File: src/rtl/i8008_bus_ctrl.sv
// External bus sequencer for i8008_core: memory/I/O transfer decode, READY wait-state
// generation, read-data return on D_in and interrupt injection by jamming an RST opcode.
module i8008_bus_ctrl #(
    parameter int unsigned WAIT_STATES = 0,
    parameter logic [2:0]  IRQ_VECTOR  = 3'd0,
    parameter int unsigned IO_IN_PORTS = 8
) (
    input  logic        clk,
    input  logic        rst,
    input  logic [2:0]  state,
    input  logic [7:0]  D_out,
    output logic [7:0]  D_in,
    output logic        READY,
    output logic        INTR,
    output logic [13:0] mem_addr,
    output logic        mem_re,
    input  logic [7:0]  mem_rdata,
    output logic        mem_we,
    output logic [7:0]  mem_wdata,
    output logic [4:0]  io_port,
    output logic        io_rd,
    input  logic [7:0]  io_rdata,
    output logic        io_wr,
    output logic [7:0]  io_wdata,
    input  logic        ext_irq,
    output logic        irq_ack
);

    typedef enum logic [2:0] {
        S_T1      = 3'd0,
        S_T1I     = 3'd1,
        S_T2      = 3'd2,
        S_WAIT    = 3'd3,
        S_T3      = 3'd4,
        S_STOPPED = 3'd5,
        S_T4      = 3'd6,
        S_T5      = 3'd7
    } state_t;

    typedef enum logic [1:0] {
        PCI = 2'b00,
        PCR = 2'b01,
        PCC = 2'b10,
        PCW = 2'b11
    } cycle_ctrl_t;

    typedef enum logic [1:0] {
        C_IDLE = 2'd0,
        C_LO   = 2'd1,
        C_XFER = 2'd2
    } cst_t;

    localparam logic [5:0] IN_LIMIT = 6'(IO_IN_PORTS);
    localparam logic [3:0] CNT_INIT = 4'(WAIT_STATES);
    localparam logic [7:0] RST_OPCODE = {2'b00, IRQ_VECTOR, 3'b101};

    cst_t        cst_q;
    cycle_ctrl_t type_q;
    logic [7:0]  addr_lo_q;
    logic [5:0]  addr_hi_q;
    logic [3:0]  cnt_q;
    logic [7:0]  din_q;
    logic [7:0]  io_wdata_q;
    logic        rd_ok_q;
    logic        rd_pend_q;
    logic        jam_q;
    logic        irq_q;
    logic        intr_q;
    logic        irq_ack_q;

    state_t      st;
    cycle_ctrl_t t2_type;
    logic        t1_any;
    logic        lo_t2;
    logic        xfer_t3;
    logic        t2_in_port;
    logic        xfer_out_port;
    logic        irq_rise;

    assign st            = state_t'(state);
    assign t2_type       = cycle_ctrl_t'(D_out[7:6]);
    assign t1_any        = (st == S_T1) || (st == S_T1I);
    assign lo_t2         = (cst_q == C_LO) && (st == S_T2);
    assign xfer_t3       = (cst_q == C_XFER) && (st == S_T3);
    assign t2_in_port    = {1'b0, D_out[5:1]} < IN_LIMIT;
    assign xfer_out_port = {1'b0, addr_hi_q[5:1]} >= IN_LIMIT;
    assign irq_rise      = ext_irq && !irq_q;

    assign D_in     = din_q;
    assign INTR     = intr_q;
    assign irq_ack  = irq_ack_q;
    assign io_wdata = io_wdata_q;

    // Strobes follow the live core state so they line up with T2/T3 exactly.
    always_comb begin
        // NOTE: every output gets a default first so no path through this block infers a latch.
        mem_addr  = {addr_hi_q, addr_lo_q};
        io_port   = addr_hi_q[5:1];
        mem_re    = 1'b0;
        io_rd     = 1'b0;
        mem_we    = 1'b0;
        mem_wdata = '0;
        io_wr     = 1'b0;
        READY     = 1'b0;

        if (lo_t2) begin
            mem_addr = {D_out[5:0], addr_lo_q};
            io_port  = D_out[5:1];
            mem_re   = ((t2_type == PCI) || (t2_type == PCR)) && !jam_q;
            io_rd    = (t2_type == PCC) && t2_in_port;
        end

        if (xfer_t3) begin
            mem_we = (type_q == PCW);
            io_wr  = (type_q == PCC) && xfer_out_port;
        end
        if (mem_we) begin
            mem_wdata = D_out;
        end

        if ((cst_q == C_XFER) && (cnt_q == '0)) begin
            READY = rd_ok_q || (type_q == PCW) || ((type_q == PCC) && xfer_out_port);
        end
    end

    always_ff @(posedge clk or posedge rst) begin
        if (rst) begin
            cst_q      <= C_IDLE;
            type_q     <= PCI;
            addr_lo_q  <= '0;
            addr_hi_q  <= '0;
            cnt_q      <= '0;
            din_q      <= '0;
            io_wdata_q <= '0;
            rd_ok_q    <= 1'b0;
            rd_pend_q  <= 1'b0;
            jam_q      <= 1'b0;
            irq_q      <= 1'b0;
            intr_q     <= 1'b0;
            irq_ack_q  <= 1'b0;
        end else begin
            // NOTE: non-blocking assignments here so every register sees pre-edge values.
            irq_q     <= ext_irq;
            irq_ack_q <= (st == S_T1I);

            // A rising edge in the same cycle as T1I wins over the clear.
            if (irq_rise) begin
                intr_q <= 1'b1;
            end else if (st == S_T1I) begin
                intr_q <= 1'b0;
            end

            if (t1_any) begin
                cst_q     <= C_LO;
                addr_lo_q <= D_out;
                jam_q     <= (st == S_T1I);
                rd_ok_q   <= 1'b0;
                rd_pend_q <= 1'b0;
            end else begin
                case (cst_q)
                    C_LO: begin
                        if (st == S_T2) begin
                            cst_q     <= C_XFER;
                            addr_hi_q <= D_out[5:0];
                            type_q    <= t2_type;
                            cnt_q     <= CNT_INIT;
                            if (jam_q) begin
                                din_q   <= RST_OPCODE;
                                rd_ok_q <= 1'b1;
                            end else if ((t2_type == PCI) || (t2_type == PCR)) begin
                                rd_pend_q <= 1'b1;
                            end else if (t2_type == PCC) begin
                                io_wdata_q <= addr_lo_q;
                                if (t2_in_port) begin
                                    din_q   <= io_rdata;
                                    rd_ok_q <= 1'b1;
                                end
                            end
                        end
                    end
                    C_XFER: begin
                        if (cnt_q != '0) begin
                            cnt_q <= cnt_q - 4'd1;
                        end
                        // SRAM data is valid the cycle after the T2 read strobe.
                        if (rd_pend_q) begin
                            din_q     <= mem_rdata;
                            rd_ok_q   <= 1'b1;
                            rd_pend_q <= 1'b0;
                        end
                        if (st == S_T3) begin
                            cst_q     <= C_IDLE;
                            rd_ok_q   <= 1'b0;
                            rd_pend_q <= 1'b0;
                            jam_q     <= 1'b0;
                        end
                    end
                    default: begin
                    end
                endcase
            end
        end
    end

endmodule

File: config.mk
export PLATFORM = sky130hd
export DESIGN_NAME = i8008_bus_ctrl
export DESIGN_NICKNAME = d
export VERILOG_FILES = /design/src/rtl/i8008_bus_ctrl.sv
export SDC_FILE = /design/constraint.sdc
export NUM_CORES = 1
export LEC_CHECK = 0
export CAP_MARGIN = 10
export CORE_MARGIN = 5
export CORE_UTILIZATION = 46
export CTS_BUF_LIST = sky130_fd_sc_hd__clkbuf_4 sky130_fd_sc_hd__clkbuf_8
export DETAILED_ROUTE_END_ITERATION = 8
export GPL_TIMING_DRIVEN = 0
export PLACE_DENSITY = 0.83
export SLEW_MARGIN = 20
export SYNTH_ARGS = -nofsm -noshare
export SYNTH_HDL_FRONTEND = slang
export SYNTH_SLANG_ARGS = --single-unit
export TNS_END_PERCENT = 30
File: constraint.sdc
create_clock -name clk -period 3.1 [get_ports clk]
set_clock_uncertainty 0.2 [all_clocks]
set_input_delay 0.465 -clock clk [delete_from_list [all_inputs] [get_ports clk]]
set_output_delay 0.465 -clock clk [all_outputs]
set_load 0.01 [all_outputs]
---- After elaboration in Yosys (flattened, before gate mapping) ----
Cells that the tools add are included.
Widths: inputs -> output; s select.
word-level totals
  register bits ........................... 44
  input port bits ......................... 30
  output and inout bits ................... 50
  logic and storage cells ................. 113
cells by class
  add/subtract/negate cells ............... 1
  order comparisons ....................... 2
  equal/unequal tests ..................... 23
  mux-type cells .......................... 41
  bitwise operators ....................... 3
  reduce and logical (&&, ||, !) cells .... 30
operators with widths
  cell                count
  $mux 8              7
  $mux 1              22
  $pmux 8 s2          1
  $mux 14             1
  $ne 3x2->1 const B  4
  $reduce_and 6->1    2
  $ne 3x3->1 const B  3
  $eq 2x2->1 const B  4
  $mux 4              2
  $ne 4x3->1 const B  2
  $ne 4x4->1 const B  2
  $pmux 4 s2          1
  $reduce_and 4->1    2
  $reduce_bool 2->1   4
  $logic_and 1x1->1   7
  $reduce_and 7->1    1
  $mux 2              3
  $reduce_and 3->1    2
  $ge 5x4->1 const B  1
  $lt 5x4->1 const B  1
  $mux 5              1
  $eq 2x1->1 const B  2
  $logic_not 4->1     1
  $logic_or 1x1->1    4
  other kinds (15)    20

---- Logic depth before layout (Yosys ltp) ----
Gate-level depths: netlist of run 1.
  depth after elaboration ................. 8
  gate-level depth with buffers ........... 7

---- Worst setup path after synthesis of run 1 ----
No wires, ideal clock.
  path type ............................... input -> register
  start point ............................. input D_out[4]
  end point ............................... register din_q[0] (netlist: D_in[0])
  arrival time ............................ 2.022 ns
  path slack .............................. 0.753 ns
  cell stages on the path ................. 4
  path buffers ............................ 0
  cells stage by stage .................... or4b_1 and3_4 nor4_4 mux2_2
between the ends
  word-level cells in the longest chain between the ends .. 3
RTL lines
  what                               RTL line  RTL
  start, declared                    11        input logic [7:0] D_out,
  $lt 5x4->1                         85        assign t2_in_port = {1'b0, D_out[5:1]} < IN_LIMIT;
  $ne 3x3->1 (no source line)        -
  $reduce_and 7->1 (no source line)  -
  end signal, assigned               175       din_q <= io_rdata;
  end signal, assigned               187       din_q <= mem_rdata;
  end, declared                      62        logic [7:0] din_q;
Every way passes these cells.
A chain may end at the register's enable or synchronous reset.

---- Worst setup path after layout of run 1 ----
  start point ............................. register cst_q[0]
  end point ............................... output mem_wdata[1]
between the ends
  word-level cells in the longest chain between the ends .. 4
RTL lines
  what                    RTL line  RTL
  start, declared         57        cst_t cst_q;
  start signal, assigned  128       cst_q <= C_IDLE;
  start signal, assigned  154       cst_q <= C_LO;
  start signal, assigned  163       cst_q <= C_XFER;
  $eq 2x2->1              84        assign xfer_t3 = (cst_q == C_XFER) && (st == S_T3);
  $logic_and 1x1->1       84
  $mux 1                  113       if (xfer_t3) begin
  $mux 8                  117       if (mem_we) begin
  end, declared           19        output logic [7:0] mem_wdata,
Every way passes these cells.

==> results_dict.tcl, run 1 <==
set metrics [dict create \
    die-area_um2 6100 \
    async_flop_share_pct 100 \
    critical_path_required_ns 2.43 \
    r2r_slack_ns 0.59 \
    grt_max_degree 25 \
    dp_hpwl_um 4090 \
    drtPass1Iterations 4 \
    worst-path-max-fanout 10 \
    drive_gt1_share_pct 18.9 \
    crit_cells 8 \
    hold_buffers 0 \
    drtAntennaViolNets 0 \
    status "complete, no violations" \
    syn-instance-count 196 \
    cts-root-buf "clkbuf_8" \
    ys_types 36 \
    area_delta_synth_final_pct 49.2 \
    fin_crit_ns 3.08 \
    finalSetupTns_ns 0 \
    power-per-cell-area_nw_per_um2 751 \
    synth_area_leader_cell "dfrtp_1" \
    slew_headroom_pct 42.5 \
    drc 0 \
    place_area_um2 3010 \
    seq_area_frac_synth_pct 51.6 \
    setup_violations 0 \
    clock-sinks 44 \
    drt_iter0_drc 63 \
    design_area_um2 3180 \
    port_buffers 78 \
    clock_path_buffers 2 \
    antenna_found_initial 0 \
    worst_pin_slew_ns 0.860 \
    placementRows 24 \
    maxCapViolCount 0 \
    cp-start-kind "register" \
    crit_path_start "cst_q[0]$_DFFE_PP0P_" \
    dp_cells 327 \
    synth_most_common_cell "dfrtp_1" \
    min_path_type "reg2reg" \
    slew_viol_final 0 \
    initial_core_util_pct 48.3 \
    fin_crit_sh_pct 99.5 \
    cp-endpoint "mem_wdata[1]" \
    ys.flop_type "dfrtp_1" \
    yosys-top-cells-count "44 x dfrtp_1, 33 x nand2_1, 24 x mux2_2, 11 x inv_1, 10 x nor2_1" \
    p_leak_nw 1.48 \
    fin_cells 338 \
    finalPower_mw 2.39 \
    critPathCaptureType "primary output" \
    fillCellCount 333 \
    worst_ep_arrival_time_ns 2.42 \
    syn_nets 229 \
    die_w_um 78.1 \
    clk_pin_slew_ns 0.08 \
    critPathSlowestCell "clkdlybuf4s50_1" \
    grt_pass1_vias 1860 \
    ioPinCount 80 \
    critical_path.cell_chain "inv_1 -> ha_2 -> buf_6 -> nand4b_1 -> nor2_4 -> dlymetal6s2s_1 -> and2_1 -> clkdlybuf4s50_1" \
    via_count 1779 \
    detail_route.wl_per_cell_um 16.0 \
    synth_top_cell_area_share_pct 51.6 \
    antenna_cells 0 \
    max_stage_delay_ns 0.53 \
    ir_worst_vdd_mv 0.488 \
    timing.fmax_ghz 0.324 \
    drt-total-wl_um 5420 \
    hold_violations 0 \
    cts_tree "built" \
    rsz0062_at_grt "true" \
    cpLargestDelayFamily "buffers and inverters" \
    synth.area.top_cells "dfrtp_1 52%, mux2_2 13%, nand2_1 5.8%, a22o_1 3.3%, and2_1 2.1%" \
    h-tree-depth 2 \
    die_y_um 78.1 \
    ys_seq_elements 44 \
    coreArea_um2 4410 \
    ff2ff_path_depth 7 \
    cts_buffers 5 \
    yosysWarnings 0 \
    avgSynthCellArea_um2 10.9 \
    crit_type "reg2out" \
    r2r-end "D_in[4]$_DFFE_PP0P_" \
    grt_overflow_total 0 \
    clock_latency_ns 0.30 \
    track_usage_pct 18.3 \
    regToRegStartpoint "cst_q[1]$_DFFE_PP0P_" \
    routed_via_density 5.26 \
    place_congestion 0.864 \
    grt_pass1_wl_um 9030 \
    syn_area_um2 2130 \
    critical_path_buf_inv_count 4 \
    synth_edf_count 0 \
    nNetsFinal 318 \
]
[worst register-to-register path: cells and delay by family, from the launching register on]
kind / cells / cell delay (ns)
simple gates: 3 / 0.88
flops: 1 / 0.41
buf+inv: 2 / 0.28
fa+ha+maj: 1 / 0.23
mux: 1 / 0.40
[area by class of cell]
cell class	instances	area, µm²	share of cell area (%)
clock buffers	5	68.8	2.16
flip-flops and latches	44	1100	34.6
clock inverters	3	47.5	1.49
multi-input cells	130	941	29.6
well taps	52	65.1	2.04
plain buffers	11	72.6	2.28
inverters	11	41.3	1.30
repair buffers	82	846	26.6
[cell families after synthesis]
family	count (synthesis)	share of synthesized area (%)
adders and majority gates	3	1.76
DFF	44	51.6
AOI/OAI and AO/OA	26	8.39
muxes	27	14.1
buffers and inverters	22	4.87
and+or+nand+nor	74	19.3
[flip-flops by register name (all words and copies together), names as in the netlist]
| name | cells |
|---|---|
| INTR | 1 |
| addr_lo_q | 8 |
| rd_pend_q | 1 |
| io_wdata | 8 |
| cnt_q | 4 |
| irq_q | 1 |
| rd_ok_q | 1 |
| addr_hi_q | 6 |
| D_in | 8 |
| jam_q | 1 |
| irq_ack | 1 |
| type_q | 2 |
| cst_q | 2 |
[layer usage]
layer  routed length [µm]  global-route usage, %
met1                 2330                   23.8
met3                  494                   7.55
met2                 2540                   28.1
met5                    0                      0
met4                   55                   4.90
[layout by cell type, fill, tap and decap left out, types with 2 or more instances in the layout]
cell             Yosys  layout
clkdlybuf4s50_1      0      74
dfrtp_1             44      44
nand2_1             33      33
mux2_2              24      24
inv_1               11      10
nor2_1              10       9
o21ai_0              8       8
a22o_1               8       8
and2_1               7       7
buf_4                5       7
clkbuf_8             0       5
dlymetal6s2s_1       0       5
clkbuf_1             4       3
nor2b_1              3       3
a21oi_1              3       3
nand2b_1             3       3
mux2i_1              3       3
nor4b_1              2       2
nor3_1               2       2
nor3b_1              2       2
nand3_1              2       2
o22ai_1              2       2
ha_2                 0       2
clkinv_4             0       2
[worst min-delay path by stage]
stage | startpoint | to | cells after the start
after floorplan | irq_q$_DFF_PP0_ | INTR$_DFFE_PP0P_ | 1
after global placement | irq_q$_DFF_PP0_ | INTR$_DFFE_PP0P_ | 1
after detailed placement | irq_q$_DFF_PP0_ | INTR$_DFFE_PP0P_ | 1
after CTS | irq_q$_DFF_PP0_ | INTR$_DFFE_PP0P_ | 1
after global routing | irq_q$_DFF_PP0_ | INTR$_DFFE_PP0P_ | 1
final | irq_q$_DFF_PP0_ | INTR$_DFFE_PP0P_ | 1
[through the flow]
stage               hold WS (ns)  util (%)  setup WS [ns]
floorplan                  0.200         -          0.753
global placement           0.212      67.5        -0.0890
detailed placement         0.220      68.1        -0.0950
CTS                        0.231      70.9        0.00530
global route               0.247      72.1        -0.0511
finish                     0.226      72.1         0.0155
[where the power goes]
| part | internal, mW | switching (mW) | total (mW) |
|---|---|---|---|
| clock | 0.243 | 0.204 | 0.447 |
| sequential | 0.764 | 0.103 | 0.867 |
| combinational | 0.620 | 0.457 | 1.08 |
| total | 1.63 | 0.764 | 2.39 |
[timing repair]
item                                    CTS  global route
gates resized for setup                   3            11
setup buffers                             0             3
pin swaps                                 0             2
endpoints found under the setup margin   10            16
(Power assumes the default switching activity.)
==> run 2, diff against run 1 <==
- CORE_UTILIZATION: 46 -> 44
- CTS_BUF_LIST: sky130_fd_sc_hd__clkbuf_4 sky130_fd_sc_hd__clkbuf_8 -> unset
- PLACE_DENSITY: 0.83 -> 0.8
==> results_dict.tcl, run 2 (synthesis gave the netlist of run 1 again) <==
set metrics [dict create \
    setup_violations 0 \
    clock_latency_ns 0.30 \
    maxCapViolCount 0 \
    worst_pin_slew_ns 0.859 \
    grt_pass1_wl_um 8950 \
    place_area_um2 3020 \
    crit_type "reg2out" \
    detail_route.wl_per_cell_um 15.3 \
    wl_met3_um 472 \
    place_congestion 0.829 \
    whs_path_depth 1 \
    grt_overflow_total 0 \
    grt_pass1_vias 1911 \
    worst_hold_slack_ns 0.224 \
    clock_path_buffers 2 \
    clock-sinks 44 \
    wl_met1_um 2300 \
    fin_ws_ns 0.0827 \
    drtAntennaViolNets 0 \
    slew_viol_final 0 \
    cts-root-buf "clkbuf_8" \
    nNetsFinal 317 \
    drt_iter0_drc 56 \
    dr_wl_met2_um 2540 \
    die_y_um 79.6 \
    placementRows 25 \
    dp_cells 342 \
    min_path_type "reg2reg" \
    finalSetupTns_ns 0 \
    port_buffers 78 \
    timing.fmax_ghz 0.331 \
    routed_via_density 5.03 \
    dp_hpwl_um 3970 \
    fin_crit_ns 3.02 \
    r2r-end "D_in[3]$_DFFE_PP0P_" \
    slew_headroom_pct 42.6 \
    regToRegStartpoint "cst_q[1]$_DFFE_PP0P_" \
    grt_max_degree 30 \
    hold_violations 0 \
    track_usage_pct 18.3 \
    die-area_um2 6340 \
    place_ws_ns -0.0605 \
    coreArea_um2 4720 \
    antenna_found_initial 0 \
    status "complete, no violations" \
    whs_endpoint "INTR$_DFFE_PP0P_" \
    hold_buffers 0 \
    critical_path_required_ns 2.43 \
    cts_tree "built" \
    area_delta_synth_final_pct 48.3 \
    layout_commonest_cell "clkdlybuf4s50_1" \
    p_leak_nw 1.41 \
    design_area_um2 3160 \
    cts_buffers 5 \
    fin_crit_sh_pct 97.3 \
    antenna_cells 0 \
    drive_gt1_share_pct 18.9 \
    via_count 1770 \
    highest_layer "met4" \
    ir_worst_vdd_mv 0.492 \
    drtPass1Iterations 4 \
    cp-start-kind "register" \
    hp-start "irq_q$_DFF_PP0_" \
    ioPinCount 80 \
    drc 0 \
    h-tree-depth 2 \
    worst-path-max-fanout 10 \
    drt-total-wl_um 5390 \
    fin_cells 352 \
    power-per-cell-area_nw_per_um2 753 \
    fillCellCount 387 \
    clk_pin_slew_ns 0.08 \
    critPathCaptureType "primary output" \
    mostFrequentLayoutCells "76 x clkdlybuf4s50_1, 44 x dfrtp_1, 33 x nand2_1" \
    r2r_slack_ns 0.52 \
    worst_ep_arrival_time_ns 2.35 \
    die_w_um 79.6 \
    initial_core_util_pct 45.2 \
    ff2ff_path_depth 7 \
]
## run 2: per-stage QoR
| stage | power (mW) | util, % |
|---|---|---|
| finish | 2.38 | 67.0 |
| global route | 2.55 | 67.0 |
| CTS | 2.40 | 66.5 |
| detailed placement | 1.94 | 63.9 |
| global placement | 1.92 | 63.5 |
| floorplan | 1.43 | - |
## run 2: worst max path at each step
stage	from	endpoint	slack, ns	cells after the start
6_report	cst_q[0]$_DFFE_PP0P_	mem_wdata[4]	0.08	8
5_1_grt	cst_q[0]$_DFFE_PP0P_	mem_wdata[1]	-0.009	8
4_1_cts	cst_q[0]$_DFFE_PP0P_	mem_wdata[1]	0.02	7
3_5_place_dp	state[1]	mem_wdata[1]	-0.06	6
3_3_place_gp	state[1]	mem_wdata[4]	-0.04	6
2_1_floorplan	D_out[4]	D_in[0]$_DFFE_PP0P_	0.75	4
## run 2: layer usage
metal | vias up | global-route usage, %
met1 | 851 | 22.1
met5 | - | 0
li1 | 845 | -
met3 | 7 | 6.77
met2 | 67 | 29.9
met4 | 0 | 6.53
## run 2: worst max-delay path, stage by stage, from the launching register on
cell and delay (ns):
dfrtp_1 0.41, inv_1 0.07, ha_2 0.22, buf_4 0.20, nand4b_1 0.12, buf_4 0.18, nor2_2 0.17, and2_2 0.16
clkdlybuf4s50_1 0.53
## run 2: area by class of cell
cell class              count  area (µm²)  share of cell area (%)
inverters                  11        41.3                    1.30
repair buffers             80         813                    25.7
flip-flops and latches     44        1100                    34.8
plain buffers              11        66.3                    2.10
clock inverters             3        42.5                    1.34
clock buffers               5        68.8                    2.17
multi-input cells         131         947                    29.9
well taps                  67        83.8                    2.65
## run 2: power by group
group	total [mW]	internal, mW	switching, mW	leakage, nW
combinational	1.07	0.615	0.457	0.803
sequential	0.867	0.764	0.103	0.550
clock	0.444	0.238	0.205	0.0541
total	2.38	1.62	0.765	1.41
## run 2: repair_timing
action	4_1_cts	5_1_grt
resized for setup	4	5
cloned	0	1
endpoints found under the setup margin	10	13
setup buffers	0	1
pin swaps	0	2
==> run 3, diff against run 2 <==
- CORE_MARGIN: 5 -> unset
==> results_dict.tcl, run 3 (synthesis gave the netlist of run 1 again) <==
set metrics [dict create \
    hold_violations 0 \
    routed_via_density 5.26 \
    design_area_um2 3180 \
    critical_path_required_ns 2.43 \
    clk_pin_slew_ns 0.08 \
    critical_path_buf_inv_count 3 \
    worst_ep_arrival_time_ns 2.37 \
    detail_route.wl_per_cell_um 16.0 \
    ioPinCount 80 \
    setup_violations 0 \
    place_congestion 0.839 \
    place_area_um2 3000 \
    critPathSlowestCell "clkdlybuf4s50_1" \
    fin_crit_ns 3.04 \
    cts-root-buf "clkbuf_8" \
    h-tree-depth 2 \
    nNetsFinal 318 \
    port_buffers 78 \
    finalPower_mw 2.42 \
    area_delta_synth_final_pct 49.1 \
    grt_pass1_vias 1791 \
    antenna_found_initial 0 \
    coreArea_um2 4500 \
    clock_latency_ns 0.30 \
    track_usage_pct 21.6 \
    grt_overflow_total 0 \
    fin_ws_ns 0.0614 \
    placementRows 24 \
    antenna_cells 0 \
    cp-start-kind "register" \
    place_ws_ns -0.108 \
    critical_path.cell_chain "inv_1 -> ha_4 -> clkbuf_8 -> nand4b_1 -> nor2_2 -> and2_1 -> clkdlybuf4s50_1" \
    grt_max_degree 26 \
    drtPass1Iterations 4 \
    cts_buffers 5 \
    worst-path-max-fanout 10 \
    timing.fmax_ghz 0.329 \
    slew_headroom_pct 35.1 \
    clock_path_buffers 2 \
    ir_worst_vdd_mv 0.478 \
    dp_hpwl_um 3800 \
    power-per-cell-area_nw_per_um2 761 \
    p_leak_nw 1.47 \
    critPathCaptureType "primary output" \
    die_w_um 71.6 \
    cpLargestDelayFamily "buffers and inverters" \
    drt_iter0_drc 82 \
    via_count 1778 \
    grt_pass1_wl_um 8510 \
    cts_tree "built" \
    drc 0 \
    die_y_um 71.6 \
    slew_viol_final 0 \
    maxCapViolCount 0 \
    layout_commonest_cell "clkdlybuf4s50_1" \
    crit_type "reg2out" \
    mostFrequentLayoutCells "73 x clkdlybuf4s50_1, 44 x dfrtp_1, 33 x nand2_1" \
    status "complete, no violations" \
    drive_gt1_share_pct 19.6 \
    drtAntennaViolNets 0 \
    drt-total-wl_um 5410 \
    max_stage_delay_ns 0.53 \
    rsz0062_at_grt "true" \
    initial_core_util_pct 47.4 \
    worst_pin_slew_ns 0.971 \
    min_path_type "reg2reg" \
    fin_crit_sh_pct 98.0 \
    clock-sinks 44 \
    die-area_um2 5130 \
]
run 3: layer usage:
layer / part of all wire [%] / global-route usage [%] / vias up
met5: 0 / 0 / -
met4: 1.4 / 5.88 / 0
li1: - / - / 849
met3: 6.7 / 5.77 / 10
met2: 49 / 36.3 / 72
met1: 43 / 27.8 / 847
run 3: what timing repair did:
action | in CTS | in global routing
gates cloned | 0 | 1
buffers inserted | 0 | 3
endpoints found under the setup margin | 10 | 17
pin swaps | 0 | 3
hold buffers | 0 | 0
resized for setup | 5 | 9
run 3: area by class of cell:
type	instances	area, µm²
fill	363	1320
sequential	44	1100
multi-input combinational	131	960
timing repair buffer	82	836
clock buffer	5	68.8
buffer	10	67.6
tap	52	65.1
clock inverter	3	42.5
inverter	11	41.3
run 3: path summary, 6_finish.rpt:
kind	startpoint	endpoint	slack [ns]	cells after the start
setup / recovery	cst_q[0]$_DFFE_PP0P_	mem_wdata[2]	0.06	7
hold / removal	irq_q$_DFF_PP0_	INTR$_DFFE_PP0P_	0.23	1
setup reg to reg	cst_q[1]$_DFFE_PP0P_	io_wdata[7]$_DFFE_PP0P_	0.46	6
hold reg to reg	irq_q$_DFF_PP0_	INTR$_DFFE_PP0P_	0.23	1
max in group asynchronous	rst	addr_hi_q[2]$_DFFE_PP0P_	1.92	3
min in group asynchronous	rst	D_in[7]$_DFFE_PP0P_	0.30	2
run 3: report_power, final:
part | leakage (nW) | switching [mW] | internal (mW)
Sequential | 0.550 | 0.107 | 0.764
Clock | 0.0541 | 0.200 | 0.238
Combinational | 0.868 | 0.472 | 0.639
run 3: worst reg2reg max path, delay by kind of cell (launching register included):
family,cells,cell delay (ns)
buffers and inverters,2,0.31
flip-flops,1,0.44
adder cells (fa/ha/maj),1,0.23
multiplexers,1,0.42
AND/OR/NAND/NOR,2,0.93
run 3: stage by stage:
stage | utilization (%) | cells | TNS, ns | hold WS, ns
final | 70.6 | 338 | 0 | 0.235
after global routing | 70.6 | 338 | -0.172 | 0.265
after CTS | 69.4 | 335 | 0 | 0.242
after detailed placement | 66.6 | 327 | -0.692 | 0.231
after global placement | 66.1 | 326 | -0.479 | 0.212
after floorplan | - | 196 | 0 | 0.200
